`src/rtl/perceptron_net_sequencer.sv`:
```
// Two-layer, three-neuron step-activation network evaluated on one shared accumulator.
// Default weights give y = a XOR b.
module perceptron_net_sequencer #(
   parameter int unsigned W_WIDTH   = 8,
   parameter int unsigned ACC_WIDTH = 12
) (
   input  logic               clk,
   input  logic               reset,
   input  logic               start,
   input  logic               a,
   input  logic               b,
   input  logic               cfg_we,
   input  logic [3:0]         cfg_addr,
   input  logic [W_WIDTH-1:0] cfg_data,
   output logic               busy,
   output logic               done,
   output logic               y,
   output logic               h0,
   output logic               h1
);

   localparam logic [0:0] StIdle = 1'b0;
   localparam logic [0:0] StRun  = 1'b1;

   logic [0:0]           state_q, state_d;
   logic [1:0]           n_q, n_d;
   logic [1:0]           s_q, s_d;
   logic [1:0]           x_q, x_d;
   logic [ACC_WIDTH-1:0] acc_q, acc_d;
   logic                 h0_q, h0_d, h1_q, h1_d, y_q, y_d, done_q, done_d;
   logic [W_WIDTH-1:0]   tbl_q [9];
   logic [W_WIDTH-1:0]   tbl_d [9];

   logic [3:0]           base;
   logic                 in0, in1, act;
   logic [ACC_WIDTH-1:0] result;

   // Table layout: 3*neuron + {bias, w0, w1}; defaults form NAND, OR, AND.
   function automatic logic [W_WIDTH-1:0] default_weight(input int idx);
      case (idx)
         0:       return W_WIDTH'(10);
         1, 2:    return W_WIDTH'(-10);
         3:       return W_WIDTH'(-10);
         6:       return W_WIDTH'(-30);
         default: return W_WIDTH'(20);
      endcase
   endfunction

   function automatic logic [ACC_WIDTH-1:0] sext(input logic [W_WIDTH-1:0] w);
      return {{(ACC_WIDTH - W_WIDTH){w[W_WIDTH-1]}}, w};
   endfunction

   always_comb begin
      case (n_q)
         2'd0:    base = 4'd0;
         2'd1:    base = 4'd3;
         default: base = 4'd6;
      endcase
   end

   // The output neuron takes the hidden results of the current run as inputs.
   assign in0    = (n_q == 2'd2) ? h0_q : x_q[0];
   assign in1    = (n_q == 2'd2) ? h1_q : x_q[1];
   assign result = acc_q + (in1 ? sext(tbl_q[base + 4'd2]) : '0);
   assign act    = ~result[ACC_WIDTH-1];

   always_comb begin
      state_d = state_q;
      n_d     = n_q;
      s_d     = s_q;
      x_d     = x_q;
      acc_d   = acc_q;
      h0_d    = h0_q;
      h1_d    = h1_q;
      y_d     = y_q;
      done_d  = 1'b0;
      tbl_d   = tbl_q;

      if (state_q == StIdle && cfg_we && cfg_addr < 4'd9) begin
         tbl_d[cfg_addr] = cfg_data;
      end

      case (state_q)
         StIdle: begin
            if (start) begin
               state_d = StRun;
               x_d     = {b, a};
               n_d     = 2'd0;
               s_d     = 2'd0;
            end
         end
         default: begin
            case (s_q)
               2'd0: begin
                  acc_d = sext(tbl_q[base]);
                  s_d   = 2'd1;
               end
               2'd1: begin
                  acc_d = acc_q + (in0 ? sext(tbl_q[base + 4'd1]) : '0);
                  s_d   = 2'd2;
               end
               default: begin
                  s_d = 2'd0;
                  case (n_q)
                     2'd0:    h0_d = act;
                     2'd1:    h1_d = act;
                     default: y_d  = act;
                  endcase
                  if (n_q == 2'd2) begin
                     state_d = StIdle;
                     done_d  = 1'b1;
                  end else begin
                     n_d = n_q + 2'd1;
                  end
               end
            endcase
         end
      endcase
   end

   always_ff @(posedge clk) begin
      if (reset) begin
         state_q <= StIdle;
         n_q     <= 2'd0;
         s_q     <= 2'd0;
         x_q     <= 2'b00;
         acc_q   <= '0;
         h0_q    <= 1'b0;
         h1_q    <= 1'b0;
         y_q     <= 1'b0;
         done_q  <= 1'b0;
         for (int i = 0; i < 9; i++) begin
            tbl_q[i] <= default_weight(i);
         end
      end else begin
         state_q <= state_d;
         n_q     <= n_d;
         s_q     <= s_d;
         x_q     <= x_d;
         acc_q   <= acc_d;
         h0_q    <= h0_d;
         h1_q    <= h1_d;
         y_q     <= y_d;
         done_q  <= done_d;
         tbl_q   <= tbl_d;
      end
   end

   assign busy = (state_q == StRun);
   assign done = done_q;
   assign y    = y_q;
   assign h0   = h0_q;
   assign h1   = h1_q;

endmodule
```
`config.mk`:
```
export PLATFORM = sky130hd
export DESIGN_NAME = perceptron_net_sequencer
export DESIGN_NICKNAME = d
export VERILOG_FILES = /design/src/rtl/perceptron_net_sequencer.sv
export SDC_FILE = /design/constraint.sdc
export NUM_CORES = 1
export LEC_CHECK = 0
export CORE_MARGIN = 1
export CORE_UTILIZATION = 51
export CTS_BUF_LIST = sky130_fd_sc_hd__clkbuf_4 sky130_fd_sc_hd__clkbuf_8
export DETAILED_ROUTE_END_ITERATION = 12
export PLACE_DENSITY = 0.75
export SYNTH_ARGS = -nofsm -noshare
export SYNTH_HDL_FRONTEND = slang
export SYNTH_SLANG_ARGS = --single-unit
export TNS_END_PERCENT = 10
```
`constraint.sdc`:
```
create_clock -name clk -period 10.5 [get_ports clk]
set_clock_uncertainty 0.05 [all_clocks]
set_input_delay 2.625 -clock clk [delete_from_list [all_inputs] [get_ports clk]]
set_output_delay 2.625 -clock clk [all_outputs]
set_load 0.005 [all_outputs]
```
==> flow_results.xml <==
<?xml version="1.0" encoding="UTF-8"?>
<metrics>
  <group name="status">
    <metric name="status" unit="">completed</metric>
  </group>
  <group name="run">
    <metric name="max_cap_viol_count" unit="">0</metric>
  </group>
  <group name="placement">
    <metric name="buffer_ports.inserted" unit="">22</metric>
    <metric name="place_congestion" unit="">0.870</metric>
    <metric name="post-dp-hpwl" unit="um">9630</metric>
  </group>
  <group name="logic_synthesis">
    <metric name="library_cell_occupying_the_most_area_in_the_post_synthesis_netlist" unit="">dfxtp_1</metric>
    <metric name="synth.cell_area" unit="sq um">5660</metric>
    <metric name="ys_top_cells_by_area" unit="">dfxtp_1 34%, mux2i_1 9.4%, nor2_1 7.6%, mux4_2 5.6%, a211o_1 4.8%</metric>
    <metric name="synth.yosys.seq_area_share" unit="%">33.6</metric>
    <metric name="post-synth-top-area-fraction" unit="%">33.6</metric>
    <metric name="postSynth.topFlopCell" unit="">dfxtp_1</metric>
    <metric name="syn-mean-instance-area" unit="sq um">8.77</metric>
    <metric name="netlist-cell-type-count" unit="">59</metric>
    <metric name="async_reset_ff_share" unit="%">0</metric>
    <metric name="ys_seq_elements" unit="">95</metric>
    <metric name="syn-num-nets" unit="">685</metric>
    <metric name="synth_warnings" unit="">0</metric>
    <metric name="synth-edff-count" unit="">0</metric>
    <metric name="post_synth_inst_count" unit="">645</metric>
  </group>
  <group name="timing">
    <metric name="period_needed" unit="ns">4.46</metric>
    <metric name="final-setup-viol-count" unit="">0</metric>
    <metric name="report.final.slew_viol_count" unit="">0</metric>
    <metric name="aggregate_negative_setup_slack" unit="ns">0</metric>
    <metric name="hold_viol_final" unit="">0</metric>
    <metric name="final.period_utilization" unit="%">42.5</metric>
    <metric name="worst-slew-pin-transition" unit="ns">1.18</metric>
    <metric name="grt_setup_unrepaired" unit="">false</metric>
    <metric name="hold_slack" unit="ns">0.422</metric>
    <metric name="fmax" unit="GHz">0.224</metric>
    <metric name="timing.slew.headroom" unit="%">21.1</metric>
  </group>
  <group name="route">
    <metric name="drt_iter0_drc" unit="">476</metric>
    <metric name="drcViolationCount" unit="">0</metric>
    <metric name="detail_route.wirelength" unit="um">14200</metric>
    <metric name="ant_nets" unit="">0</metric>
    <metric name="via_per_inst" unit="">6.20</metric>
    <metric name="drt-wirelength-per-cell" unit="um">18.2</metric>
    <metric name="drt_pass1_iterations" unit="">6</metric>
    <metric name="routed-via-count" unit="">4833</metric>
  </group>
  <group name="clock_tree">
    <metric name="clock_latency_on_the_worst_skew_pair" unit="ns">0.39</metric>
    <metric name="clk_pin_slew_worst_paths" unit="ns">0.10</metric>
    <metric name="numClockSinks" unit="">95</metric>
    <metric name="cts_hold_buf" unit="">0</metric>
    <metric name="clock-root-buffer" unit="">clkbuf_8</metric>
    <metric name="clockBufferDepth" unit="">2</metric>
    <metric name="cts-buffers-inserted" unit="">9</metric>
    <metric name="post_cts_repair_resize_count" unit="">0</metric>
    <metric name="post-cts-setup-buffers" unit="">0</metric>
    <metric name="cts-htree-levels" unit="">3</metric>
    <metric name="cts_tree" unit="">yes</metric>
  </group>
  <group name="global_routing">
    <metric name="grt_pass1_wl" unit="um">23100</metric>
    <metric name="largest_net_degree_at_the_start_of_global_routing" unit="">103</metric>
    <metric name="grt_overflow_total" unit="">0</metric>
    <metric name="antenna_found_initial" unit="">0</metric>
    <metric name="first_global_vias" unit="">4592</metric>
    <metric name="track_usage" unit="%">25.9</metric>
  </group>
  <group name="critical_path">
    <metric name="crit_start" unit="">n_q[0]</metric>
    <metric name="crit_arrival" unit="ns">4.72</metric>
    <metric name="critical_path_required" unit="ns">10.76</metric>
    <metric name="critical_path.max_fanout" unit="">38</metric>
    <metric name="critical_path.endpoint_type" unit="">flop</metric>
    <metric name="critPathKind" unit="">reg2reg</metric>
    <metric name="r2r_start" unit="">n_q[0]</metric>
    <metric name="worstSetupStartpointType" unit="">flop</metric>
  </group>
  <group name="finish">
    <metric name="antenna-diode-count" unit="">0</metric>
    <metric name="area.growth.synth_to_final" unit="%">7.50</metric>
    <metric name="final_nets" unit="">674</metric>
    <metric name="fillers" unit="">991</metric>
    <metric name="fraction_of_final_layout_cells_with_drive_strength_greater_than_1" unit="%">7.51</metric>
  </group>
  <group name="min_path">
    <metric name="holdCritStartpoint" unit="">tbl_q[4]</metric>
    <metric name="min-delay-path-class" unit="">reg2reg</metric>
  </group>
  <group name="die">
    <metric name="core_area" unit="sq um">10800</metric>
    <metric name="die_y" unit="um">107</metric>
    <metric name="fp.dieArea" unit="sq um">11500</metric>
    <metric name="pin_count" unit="">23</metric>
    <metric name="floorplan.die.width" unit="um">107</metric>
    <metric name="floorplan.rows" unit="">38</metric>
    <metric name="initial_utilization" unit="%">52.2</metric>
  </group>
  <group name="power_and_ir_drop">
    <metric name="peakVddDrop" unit="mV">0.0770</metric>
    <metric name="p_leak" unit="nW">2.30</metric>
    <metric name="p_per_area" unit="nW/um^2">116</metric>
  </group>
</metrics>
synthesized netlist by cell type (all sizes together), types with 10 or more instances:
| cell | number |
|---|---|
| o21ai | 18 |
| nor2b | 14 |
| mux4 | 19 |
| inv | 14 |
| ha | 21 |
| nand3 | 18 |
| a211oi | 13 |
| a211o | 31 |
| mux2i | 54 |
| nand2 | 26 |
| nor2 | 116 |
| dfxtp | 95 |
| clkbuf | 29 |
| nor3 | 16 |
| buf | 20 |
| a21oi | 46 |
| nand3b | 10 |
power breakdown:
group          switching, mW  total [mW]  internal, mW  leakage [nW]
Sequential           0.00791       0.375         0.367         0.770
Combinational         0.0471      0.0774        0.0303          1.43
Clock                  0.135       0.254         0.119         0.107
worst max-delay path, cell delays in order, from the launching register on:
cell and delay [ns]:
dfxtp_1 0.43, ha_2 0.19, buf_4 0.47, nor2_4 0.14
a21oi_1 0.70, and2_1 0.24, ha_1 0.18, inv_1 0.06
fa_1 0.40, nand2b_1 0.19, a21oi_1 0.34, o22ai_1 0.30
nor4b_1 0.35, o211ai_1 0.14, a31oi_1 0.18
stage by stage:
step                setup WS [ns]  cell area [sq um]  std cells  utilization, %  total power, mW
floorplan                    6.58               5660        645               -            0.435
global placement             5.75               5880        763            54.2            0.456
detailed placement           5.69               5880        763            54.2            0.459
CTS                          6.08               6080        779            56.1            0.707
global route                 5.65               6080        779            56.1            0.730
finish                       6.04               6080        779            56.1            0.707
area by class of cell:
class / instances / area [sq um] / share of cell area [%]
Sequential cell: 95 / 1900 / 31.3
Inverter: 14 / 52.6 / 0.864
Tap cell: 140 / 175 / 2.88
Timing Repair Buffer: 27 / 253 / 4.16
Clock inverter: 5 / 57.6 / 0.947
Clock buffer: 11 / 145 / 2.39
Multi-Input combinational cell: 487 / 3500 / 57.5
layer usage:
metal / wire length [um] / global-route usage, % / up-vias / part of all wire [%]
li1: - / - / 2330 / -
met1: 6600 / 35.1 / 2330 / 47
met2: 6530 / 41.5 / 149 / 46
met3: 740 / 3.45 / 24 / 5.2
met4: 293 / 11.0 / 0 / 2.1
met5: 0 / 0 / - / 0
cell usage in the layout (no fill, tap or decap), types with 10 or more instances in the layout:
cell type,synthesis,layout
nor2_1,115,115
dfxtp_1,95,95
mux2i_1,53,53
a21oi_1,45,45
a211o_1,31,31
nand2_1,26,26
clkdlybuf4s50_1,0,21
ha_1,21,19
nand3_1,18,18
o21ai_0,17,17
nor3_1,16,15
mux4_2,14,14
nor2b_1,14,14
inv_1,13,13
a211oi_1,13,13
nand3b_1,10,10
clkbuf_8,0,10
path summary, 6_finish.rpt:
check / to / slack [ns] / cells past startpoint
setup reg to reg: acc_q[8] / 6.04 / 14
hold reg to reg: tbl_q[4] / 0.42 / 1
hold / removal: tbl_q[4] / 0.42 / 1
setup / recovery: acc_q[8] / 6.04 / 14
sequential cells by signal, indices dropped and copies added, names as in the netlist:
name,flops
tbl_q,72
acc_q,12
n_q,2
s_q,2
x_q,2
busy,1
done,1
h0,1
h1,1
y,1
kinds of logic (layout without fill, tap and decap cells):
family	count (synthesis)	after routing	synth area share [%]
fa+ha+maj	22	22	5.00
xor+xnor	4	4	0.619
flops	95	95	33.6
compound gates	147	147	17.9
simple gates	240	240	20.4
buf+inv	63	57	4.76
mux	74	74	17.7
(Power assumes the default switching activity.)
